$ cat src/rtl/fitness_pkg.sv
// Shared types and constants for the fitness timer blocks: FSM states and
// the mm:ss field widths that match the exercise calculator output.
package fitness_pkg;

  localparam int SEC_PER_MIN = 60;
  localparam int MIN_W       = 9;
  localparam int SEC_W       = 6;

  typedef enum logic [2:0] {
    IDLE   = 3'd0,
    LOADED = 3'd1,
    RUN    = 3'd2,
    PAUSE  = 3'd3,
    DONE   = 3'd4
  } state_t;

  // States in which a new minute count may be taken
  function automatic logic accepts_load(input state_t s);
    return (s == IDLE) || (s == LOADED) || (s == DONE);
  endfunction

endpackage

$ cat src/rtl/exercise_countdown_timer_sec_tick_gen.sv
// One-second prescaler: counts 0..TICKS_PER_SEC-1 while enabled and flags
// the cycle in which it wraps; holds its value while disabled.
module sec_tick_gen #(
  parameter int TICKS_PER_SEC = 50_000_000
) (
  input  logic clk,
  input  logic rst,
  input  logic i_en,
  input  logic i_clr,
  output logic o_tick
);

  localparam int CNT_W = $clog2(TICKS_PER_SEC);
  localparam logic [CNT_W-1:0] LAST = CNT_W'(TICKS_PER_SEC - 1);

  logic [CNT_W-1:0] r_cnt;

  assign o_tick = i_en && (r_cnt == LAST);

  always_ff @(posedge clk or posedge rst) begin
    if (rst) begin
      r_cnt <= '0;
    end else if (i_clr) begin
      r_cnt <= '0;
    end else if (i_en) begin
      r_cnt <= o_tick ? '0 : r_cnt + CNT_W'(1);
    end
  end

endmodule

$ cat src/rtl/exercise_countdown_timer.sv
// Exercise countdown timer: loads a minute count, counts it down as mm:ss at
// 1 Hz with start/pause/abort control and pulses done on reaching 0:00.
module exercise_countdown_timer #(
  parameter int TICKS_PER_SEC = 50_000_000,
  parameter int MIN_W         = 9
) (
  input  logic             clk,
  input  logic             rst,
  input  logic             load_valid,
  output logic             load_ready,
  input  logic [MIN_W-1:0] minutes_in,
  input  logic             start,
  input  logic             pause,
  input  logic             abort,
  output logic [MIN_W-1:0] min_left,
  output logic [5:0]       sec_left,
  output logic [2:0]       state_o,
  output logic             running,
  output logic             done
);

  import fitness_pkg::*;

  localparam logic [SEC_W-1:0] SEC_MAX = SEC_W'(SEC_PER_MIN - 1);

  state_t           r_state, w_state_next;
  logic [MIN_W-1:0] r_min, w_min_next, w_dec_min;
  logic [SEC_W-1:0] r_sec, w_sec_next, w_dec_sec;
  logic             r_done, w_done_next;
  logic             w_tick, w_presc_en, w_presc_clr, w_dec_zero, w_take_load;

  assign w_presc_en = (r_state == RUN);

  sec_tick_gen #(
    .TICKS_PER_SEC(TICKS_PER_SEC)
  ) u_sec_tick (
    .clk   (clk),
    .rst   (rst),
    .i_en  (w_presc_en),
    .i_clr (w_presc_clr),
    .o_tick(w_tick)
  );

  // One-second decrement of mm:ss; 0:00 is held rather than wrapped
  always_comb begin
    w_dec_min = r_min;
    w_dec_sec = r_sec;
    if (r_sec != '0) begin
      w_dec_sec = r_sec - SEC_W'(1);
    end else if (r_min != '0) begin
      w_dec_sec = SEC_MAX;
      w_dec_min = r_min - MIN_W'(1);
    end
  end

  assign w_dec_zero = (w_dec_min == '0) && (w_dec_sec == '0);

  always_comb begin
    w_state_next = r_state;
    w_min_next   = r_min;
    w_sec_next   = r_sec;
    w_done_next  = 1'b0;
    w_presc_clr  = 1'b0;
    w_take_load  = 1'b0;
    if (abort) begin
      w_state_next = IDLE;
      w_min_next   = '0;
      w_sec_next   = '0;
      w_presc_clr  = 1'b1;
    end else begin
      case (r_state)
        RUN: begin
          if (w_tick) begin
            w_min_next = w_dec_min;
            w_sec_next = w_dec_sec;
            // Completion wins over a coincident pause
            if (w_dec_zero) begin
              w_state_next = DONE;
              w_done_next  = 1'b1;
            end else if (pause) begin
              w_state_next = PAUSE;
            end
          end else if (pause) begin
            w_state_next = PAUSE;
          end
        end
        PAUSE: begin
          if (start) w_state_next = RUN;
        end
        LOADED: begin
          if (start) begin
            w_state_next = RUN;
            w_presc_clr  = 1'b1;
          end else if (load_valid) begin
            w_take_load = 1'b1;
          end
        end
        default: begin
          if (load_valid) w_take_load = 1'b1;
        end
      endcase
    end

    if (w_take_load) begin
      w_presc_clr = 1'b1;
      w_sec_next  = '0;
      if (minutes_in != '0) begin
        w_min_next   = minutes_in;
        w_state_next = LOADED;
      end else begin
        w_min_next   = '0;
        w_state_next = IDLE;
      end
    end
  end

  always_ff @(posedge clk or posedge rst) begin
    if (rst) begin
      r_state <= IDLE;
      r_min   <= '0;
      r_sec   <= '0;
      r_done  <= 1'b0;
    end else begin
      r_state <= w_state_next;
      r_min   <= w_min_next;
      r_sec   <= w_sec_next;
      r_done  <= w_done_next;
    end
  end

  assign min_left   = r_min;
  assign sec_left   = r_sec;
  assign state_o    = r_state;
  assign running    = (r_state == RUN);
  assign done       = r_done;
  assign load_ready = accepts_load(r_state);

endmodule

$ cat config.mk
export PLATFORM = sky130hd
export DESIGN_NAME = exercise_countdown_timer
export DESIGN_NICKNAME = d
export VERILOG_FILES = /design/src/rtl/fitness_pkg.sv /design/src/rtl/exercise_countdown_timer_sec_tick_gen.sv /design/src/rtl/exercise_countdown_timer.sv
export SDC_FILE = /design/constraint.sdc
export NUM_CORES = 1
export LEC_CHECK = 0
export BUFFER_PORTS_ARGS = -buffer_cell sky130_fd_sc_hd__buf_2
export CORE_MARGIN = 2
export CORE_UTILIZATION = 59
export CTS_CLUSTER_SIZE = 25
export DETAILED_ROUTE_END_ITERATION = 12
export PLACE_DENSITY = 0.77
export SYNTH_ARGS = -nofsm -noshare
export SYNTH_HDL_FRONTEND = slang
export SYNTH_HIERARCHICAL = 1
export SYNTH_SLANG_ARGS = --single-unit
$ cat constraint.sdc
create_clock -name clk -period 3.9 [get_ports clk]
set_clock_uncertainty 0.15 [all_clocks]
set_input_delay 0.585 -clock clk [delete_from_list [all_inputs] [get_ports clk]]
set_output_delay 0.585 -clock clk [all_outputs]
set_load 0.01 [all_outputs]
Word-level counts from Yosys, hierarchy flattened:

Index checks and enable logic that the tools add are counted.

* logic and storage cells: 68
* input bits: 15
* output and inout port bits: 21
* register bits after elaboration: 45

* muxes and demuxes: 36
* eq/ne operators: 6
* $add $sub $neg: 3
* reduce and logical (&&, ||, !) cells: 18

Operator list (count)
* $mux W26: 3
* $mux W9: 7
* $mux W6: 6
* $add A26 B1 Y26 const B: 1
* $eq A26 B26 Y1 const B: 1
* $mux W3: 6
* $reduce_bool A9 Y1: 2
* $mux W1: 12
* $logic_not A9 Y1: 1
* $sub A9 B1 Y9 const B: 1
* $eq A3 B2 Y1 const B: 2
* $logic_not A6 Y1: 1
* $pmux W3 S2: 1
* $reduce_bool A3 Y1: 2
* $reduce_bool A6 Y1: 1
* $sub A6 B1 Y6 const B: 1
* $ne A4 B1 Y1 const B: 1
* $reduce_and A2 Y1: 2
* $reduce_bool A4 Y1: 1
* $reduce_or A2 Y1: 2
* $eq A3 B1 Y1 const B: 1
* $eq A3 B3 Y1 const B: 1
* $logic_not A3 Y1: 1
* $logic_and A1 B1 Y1: 2
* 3 further kinds: 4

Depth between registers and ports, before layout:

* depth after elaboration: 10
* mapped depth: 11
* depth with buffers taken out: 10

By module:

Netlist, hierarchy kept.

Modules (own cells, without submodules)
* exercise_countdown_timer: times used 1, area each 1595.3 um^2, seq. area each 475.5 um^2, cells each 208
* sec_tick_gen: times used 1, area each 1512.7 um^2, seq. area each 650.6 um^2, cells each 164

Worst setup path before layout:

Ideal clock, no wire load.

* path type: register to register
* from: reg r_state[2] (netlist: state_o[2])
* to: reg r_done (netlist: done)
* path slack: 0.554 ns
* data arrival time: 3.096 ns
* data required time: 3.650 ns
* stages on the path, launching flop included: 10
* setup time: 0.100 ns
* buffers on the path: 0
* period minus slack after synthesis: 3.346 ns
* path through: dfrtp_1 > nor3_1 > nand2_1 > nor4_4 > and2_4 > o2111a_1 > inv_1 > or3_1 > or4_1 > nor4bb_1

* cells in the longest elaborated chain, start to end: 5

Ends and longest elaborated chain
* start, declared: RTL line exercise_countdown_timer.sv:26 `state_t r_state, w_state_next;`
* start signal, assigned: RTL line exercise_countdown_timer.sv:124 `r_state <= w_state_next;`
* $eq A3 B2 Y1
* net running: RTL line exercise_countdown_timer.sv:18 `output logic running,`
* $logic_and A1 B1 Y1: RTL line exercise_countdown_timer_sec_tick_gen.sv:18 `assign o_tick = i_en && (r_cnt == LAST);`
* net w_tick: RTL line exercise_countdown_timer.sv:30 `logic w_tick, w_presc_en, w_presc_clr, w_dec_zero, w_take_load;`
* $mux W1: RTL line exercise_countdown_timer.sv:73 `if (w_tick) begin`
* $mux W1: RTL line exercise_countdown_timer.sv:71 `case (r_state)`
* $mux W1: RTL line exercise_countdown_timer.sv:65 `if (abort) begin`
* net w_done_next: RTL line exercise_countdown_timer.sv:29 `logic r_done, w_done_next;`
* end signal, assigned: RTL line exercise_countdown_timer.sv:127 `r_done <= w_done_next;`
* end, declared: RTL line exercise_countdown_timer.sv:29

The timed path passes the listed nets, and every way through them passes these cells.
A chain may end at the register's enable or synchronous reset.

Worst setup path after layout:

* from: reg r_min[0] (netlist: min_left[0])
* to: reg r_done (netlist: done)

* cells in the longest elaborated chain, start to end: 9
* elaborated cells on any way between the ends: 13
* those cells by class: add/sub: 1; mux: 8; reduce/logical: 4

Ends and longest elaborated chain
* start, declared: RTL line exercise_countdown_timer.sv:27 `logic [MIN_W-1:0] r_min, w_min_next, w_dec_min;`
* start signal, assigned: RTL line exercise_countdown_timer.sv:125 `r_min <= w_min_next;`
* $sub A9 B1 Y9 or $reduce_bool A9 Y1 (tied branches): RTL line exercise_countdown_timer.sv:52, exercise_countdown_timer.sv:50
* $mux W9 or $mux W6 (tied branches): RTL line exercise_countdown_timer.sv:50 `end else if (r_min != '0) begin`
* $mux W9 or $mux W6 (tied branches): RTL line exercise_countdown_timer.sv:48 `if (r_sec != '0) begin`
* $logic_not A9 Y1 or $logic_not A6 Y1 (tied branches): RTL line exercise_countdown_timer.sv:56 `assign w_dec_zero = (w_dec_min == '0) && (w_dec_sec == '0);`
* $logic_and A1 B1 Y1 (*): RTL line exercise_countdown_timer.sv:56
* $mux W1 (*): RTL line exercise_countdown_timer.sv:77 `if (w_dec_zero) begin`
* $mux W1 (*): RTL line exercise_countdown_timer.sv:73
* $mux W1 (*): RTL line exercise_countdown_timer.sv:71
* $mux W1 (*): RTL line exercise_countdown_timer.sv:65
* net w_done_next: RTL line exercise_countdown_timer.sv:29

Mark *: on every way through the listed nets, which the timed path passes. The rest lies on a longest branch.

==> key figures <==
Run status
  – Result of the run: finished clean

Critical path
  – Crit path kind: reg2reg
  – Worst endpoint data arrival time: 3.31 ns
  – Worst-case register-to-register setup slack: 0.63 ns
  – Path depth of the worst reg2reg path: 8
  – Worst r2r dst: done
  – Type of element launching the critical path: flop
  – Highest fanout seen on the critical path: 5
  – Worst setup path startpoint: min_left[0]
  – Element type at the critical path end: flop
  – R2R Path Start: min_left[0]
  – Data required, critical path: 3.95 ns

Global route
  – Total gr overflow: 0
  – Maximum number of pins on one net before global-route repair: 27
  – Number of antenna violations at the first check in global routing: 0
  – Wire length of the first global-routing pass: 13900 µm
  – Number of global-route vias before repair: 2738
  – Global router's overall resource usage: 29.3%

Logic synthesis
  – Synthesized instance count: 372
  – Proportion of register bits with asynchronous set or reset after synthesis: 100%
  – Mean post-synth cell area: 8.35 µm²
  – Count of different cell masters after synthesis: 63
  – Area share of the leading cell type in the synthesized netlist: 36.2%
  – Cells taking the most area after synthesis: sky130_fd_sc_hd__dfrtp_1 (36%), sky130_fd_sc_hd__nor2_1 (6.5%), sky130_fd_sc_hd__a21oi_1 (4.8%)
  – Number of flops mapped to enable cells by yosys: 0
  – Yosys Warn Count: 6
  – Flops & latches, synth: 45
  – Post-synthesis instance area: 3110 µm²
  – Leading cell types by count after synthesis: sky130_fd_sc_hd__nor2_1 (54), sky130_fd_sc_hd__dfrtp_1 (45), sky130_fd_sc_hd__nand2_1 (33), sky130_fd_sc_hd__a21oi_1 (30)
  – Cell taking the most area after synthesis: sky130_fd_sc_hd__dfrtp_1
  – Seq/Total Area, Yosys: 36.2%
  – Top flip-flop cell by instance count after synthesis: sky130_fd_sc_hd__dfrtp_1
  – Post-synthesis net count: 393
  – Most frequent cell after synthesis: sky130_fd_sc_hd__nor2_1

Power and ir drop
  – Design Power: 1020 µW
  – LEAKAGE: 0.00142 µW
  – Maximum ir drop on the vdd rail: 211 µV
  – Total power divided by cell area: 302 nW/µm²

Clock tree
  – Clock H-tree levels: 2
  – Clock tree from TritonCTS: yes
  – Clock network latency to the later pin of the worst-skew pair: 0.31 ns
  – Number of post-CTS setup repair buffers: 0
  – Sink Count: 45
  – Post-cts resize count: 0
  – Total of hold buffers inserted after clock tree synthesis: 0
  – CTS root buffer: sky130_fd_sc_hd__clkbuf_8
  – Maximum buffer depth of the clock tree: 2
  – Clock-pin slew reported for the worst setup and hold paths after clock tree synthesis: 0.09 ns
  – Number of buffers created by CTS: 5

Placement
  – # placed instances: 464
  – Port-buffer cells: 35
  – RD Place Congestion: 0.953
  – HPWL after detailed placement: 5810 µm
  – Worst slack after detailed placement: 0.812 ns

Worst hold path
  – Hold WC Path Type: in2async

Die
  – Die Y: 76.6 µm
  – Area of the die: 5860 µm²
  – DIE WIDTH: 76.6 µm
  – I/O pin count: 36
  – Core Area: 5110 µm²
  – Initial standard-cell utilization of the core: 60.9%
  – Count of standard-cell rows: 26

STA
  – Slew of the pin with the lowest slew margin: 1.00 ns
  – Clock period minus final worst setup slack: 3.27 ns
  – Setup TNS: 0 ns
  – Final critical-path share of the clock period: 83.8%
  – RSZ-0062 raised after global routing: no
  – Max Freq: 0.306 GHz
  – Final setup fails: 0
  – Worst slew slack as a fraction of its limit: 33.1%
  – Worst Setup Slack, final: 0.634 ns
  – Number of slew-limit violations in the final report: 0
  – Hold violation count in the final report: 0

Route
  – Total number of vias: 3000
  – Number of DRC violations after detailed-routing iteration 0: 347
  – Average routed wire per standard cell: 17.0 µm
  – Post-Route WL: 8020 µm
  – Post-detailed-route count of antenna-violating nets: 0
  – Routed via count divided by cell count: 6.36
  – Residual DRC: 0
  – DR pass1 iterations: 5

Final layout
  – Number of fill cells: 458
  – Layout area overhead: 8.82%
  – Final antenna diode count: 0
  – Post-layout nets: 422
  – Layout cell share with drive strength beyond 1: 15.9%
  – Layout Cells excl Fill: 472

Job
  – Max Cap Viol: 0
[power by group]
| group | internal [µW] | switching [µW] | total (µW) |
|---|---|---|---|
| registers | 478 | 26.2 | 504 |
| logic | 82.9 | 133 | 216 |
| clock network | 127 | 173 | 300 |
| total | 688 | 332 | 1020 |
[layout make-up]
type / instances / area (µm²) / share of cell area, %
clock buffers: 5 / 68.8 / 2.03
clock inverters: 3 / 22.5 / 0.666
inverters: 16 / 60.1 / 1.78
multi-input cells: 297 / 1830 / 54.2
flip-flops and latches: 45 / 1130 / 33.3
well taps: 70 / 87.6 / 2.59
repair buffers: 36 / 183 / 5.40
[worst max path at each step]
stage            to  depth (start not counted)
5_1_grt        done                          8
3_5_place_dp   done                          8
4_1_cts        done                          8
6_report       done                          8
3_3_place_gp   done                          8
2_1_floorplan  done                          9
[cell families after synthesis]
logic type / after synthesis / synth area share (%)
and+or+nand+nor: 190 / 34.4
AOI/OAI and AO/OA: 77 / 15.2
DFF: 45 / 36.2
buffers and inverters: 30 / 4.75
xor gates and xnor gates: 20 / 5.64
adders and majority gates: 6 / 2.42
muxes: 4 / 1.41
[per-stage QoR]
step / utilization [%] / instance area [µm²] / hold WS (ns)
2_1_floorplan: - / 3110 / 0.367
3_3_place_gp: 64.4 / 3290 / 0.413
3_5_place_dp: 64.4 / 3290 / 0.409
4_1_cts: 66.2 / 3380 / 0.273
5_1_grt: 66.2 / 3380 / 0.335
6_report: 66.2 / 3380 / 0.253
[cell usage in the layout (no fill, tap or decap), types with 3 or more instances in the layout]
cell type and instances:
sky130_fd_sc_hd__nand4_1 15, sky130_fd_sc_hd__nand4b_1 4, sky130_fd_sc_hd__a21oi_1 30, sky130_fd_sc_hd__xnor2_1 5
sky130_fd_sc_hd__xor2_1 15, sky130_fd_sc_hd__a22oi_1 4, sky130_fd_sc_hd__nand3_1 13, sky130_fd_sc_hd__or4_1 7
sky130_fd_sc_hd__nor3_1 14, sky130_fd_sc_hd__dfrtp_1 45, sky130_fd_sc_hd__nor4bb_1 3, sky130_fd_sc_hd__buf_2 35
sky130_fd_sc_hd__inv_1 16, sky130_fd_sc_hd__a31oi_1 6, sky130_fd_sc_hd__o21ai_0 16, sky130_fd_sc_hd__mux2_2 3
sky130_fd_sc_hd__a21o_1 4, sky130_fd_sc_hd__ha_1 6, sky130_fd_sc_hd__and3_1 4, sky130_fd_sc_hd__nor4_2 3
sky130_fd_sc_hd__nor4_1 10, sky130_fd_sc_hd__and2_1 3, sky130_fd_sc_hd__clkbuf_8 5, sky130_fd_sc_hd__nor2_1 54
sky130_fd_sc_hd__a211oi_1 3, sky130_fd_sc_hd__nand2_1 33
[layer usage]
metal  track usage [%]  share of wire, %
met1              45.4                48
met2              41.0                43
met3              6.04               8.1
met4              9.09               1.0
met5                 0                 0
[flip-flops by register name, indices dropped and copies added (netlist names)]
register / cells
done: 1
state_o: 3
sec_left: 6
min_left: 9
u_sec_tick/r_cnt: 26
[critical path: stages, from the launching register on]
cell and delay, ns:
sky130_fd_sc_hd__dfrtp_1 0.44, sky130_fd_sc_hd__inv_1 0.14, sky130_fd_sc_hd__ha_1 0.20, sky130_fd_sc_hd__nor3b_1 0.39, sky130_fd_sc_hd__and3_1 0.38, sky130_fd_sc_hd__o211ai_1 0.22, sky130_fd_sc_hd__or3_1 0.39, sky130_fd_sc_hd__or4_1 0.53
sky130_fd_sc_hd__nor4bb_1 0.33
Note: power is estimated with default switching activity, not from simulation.
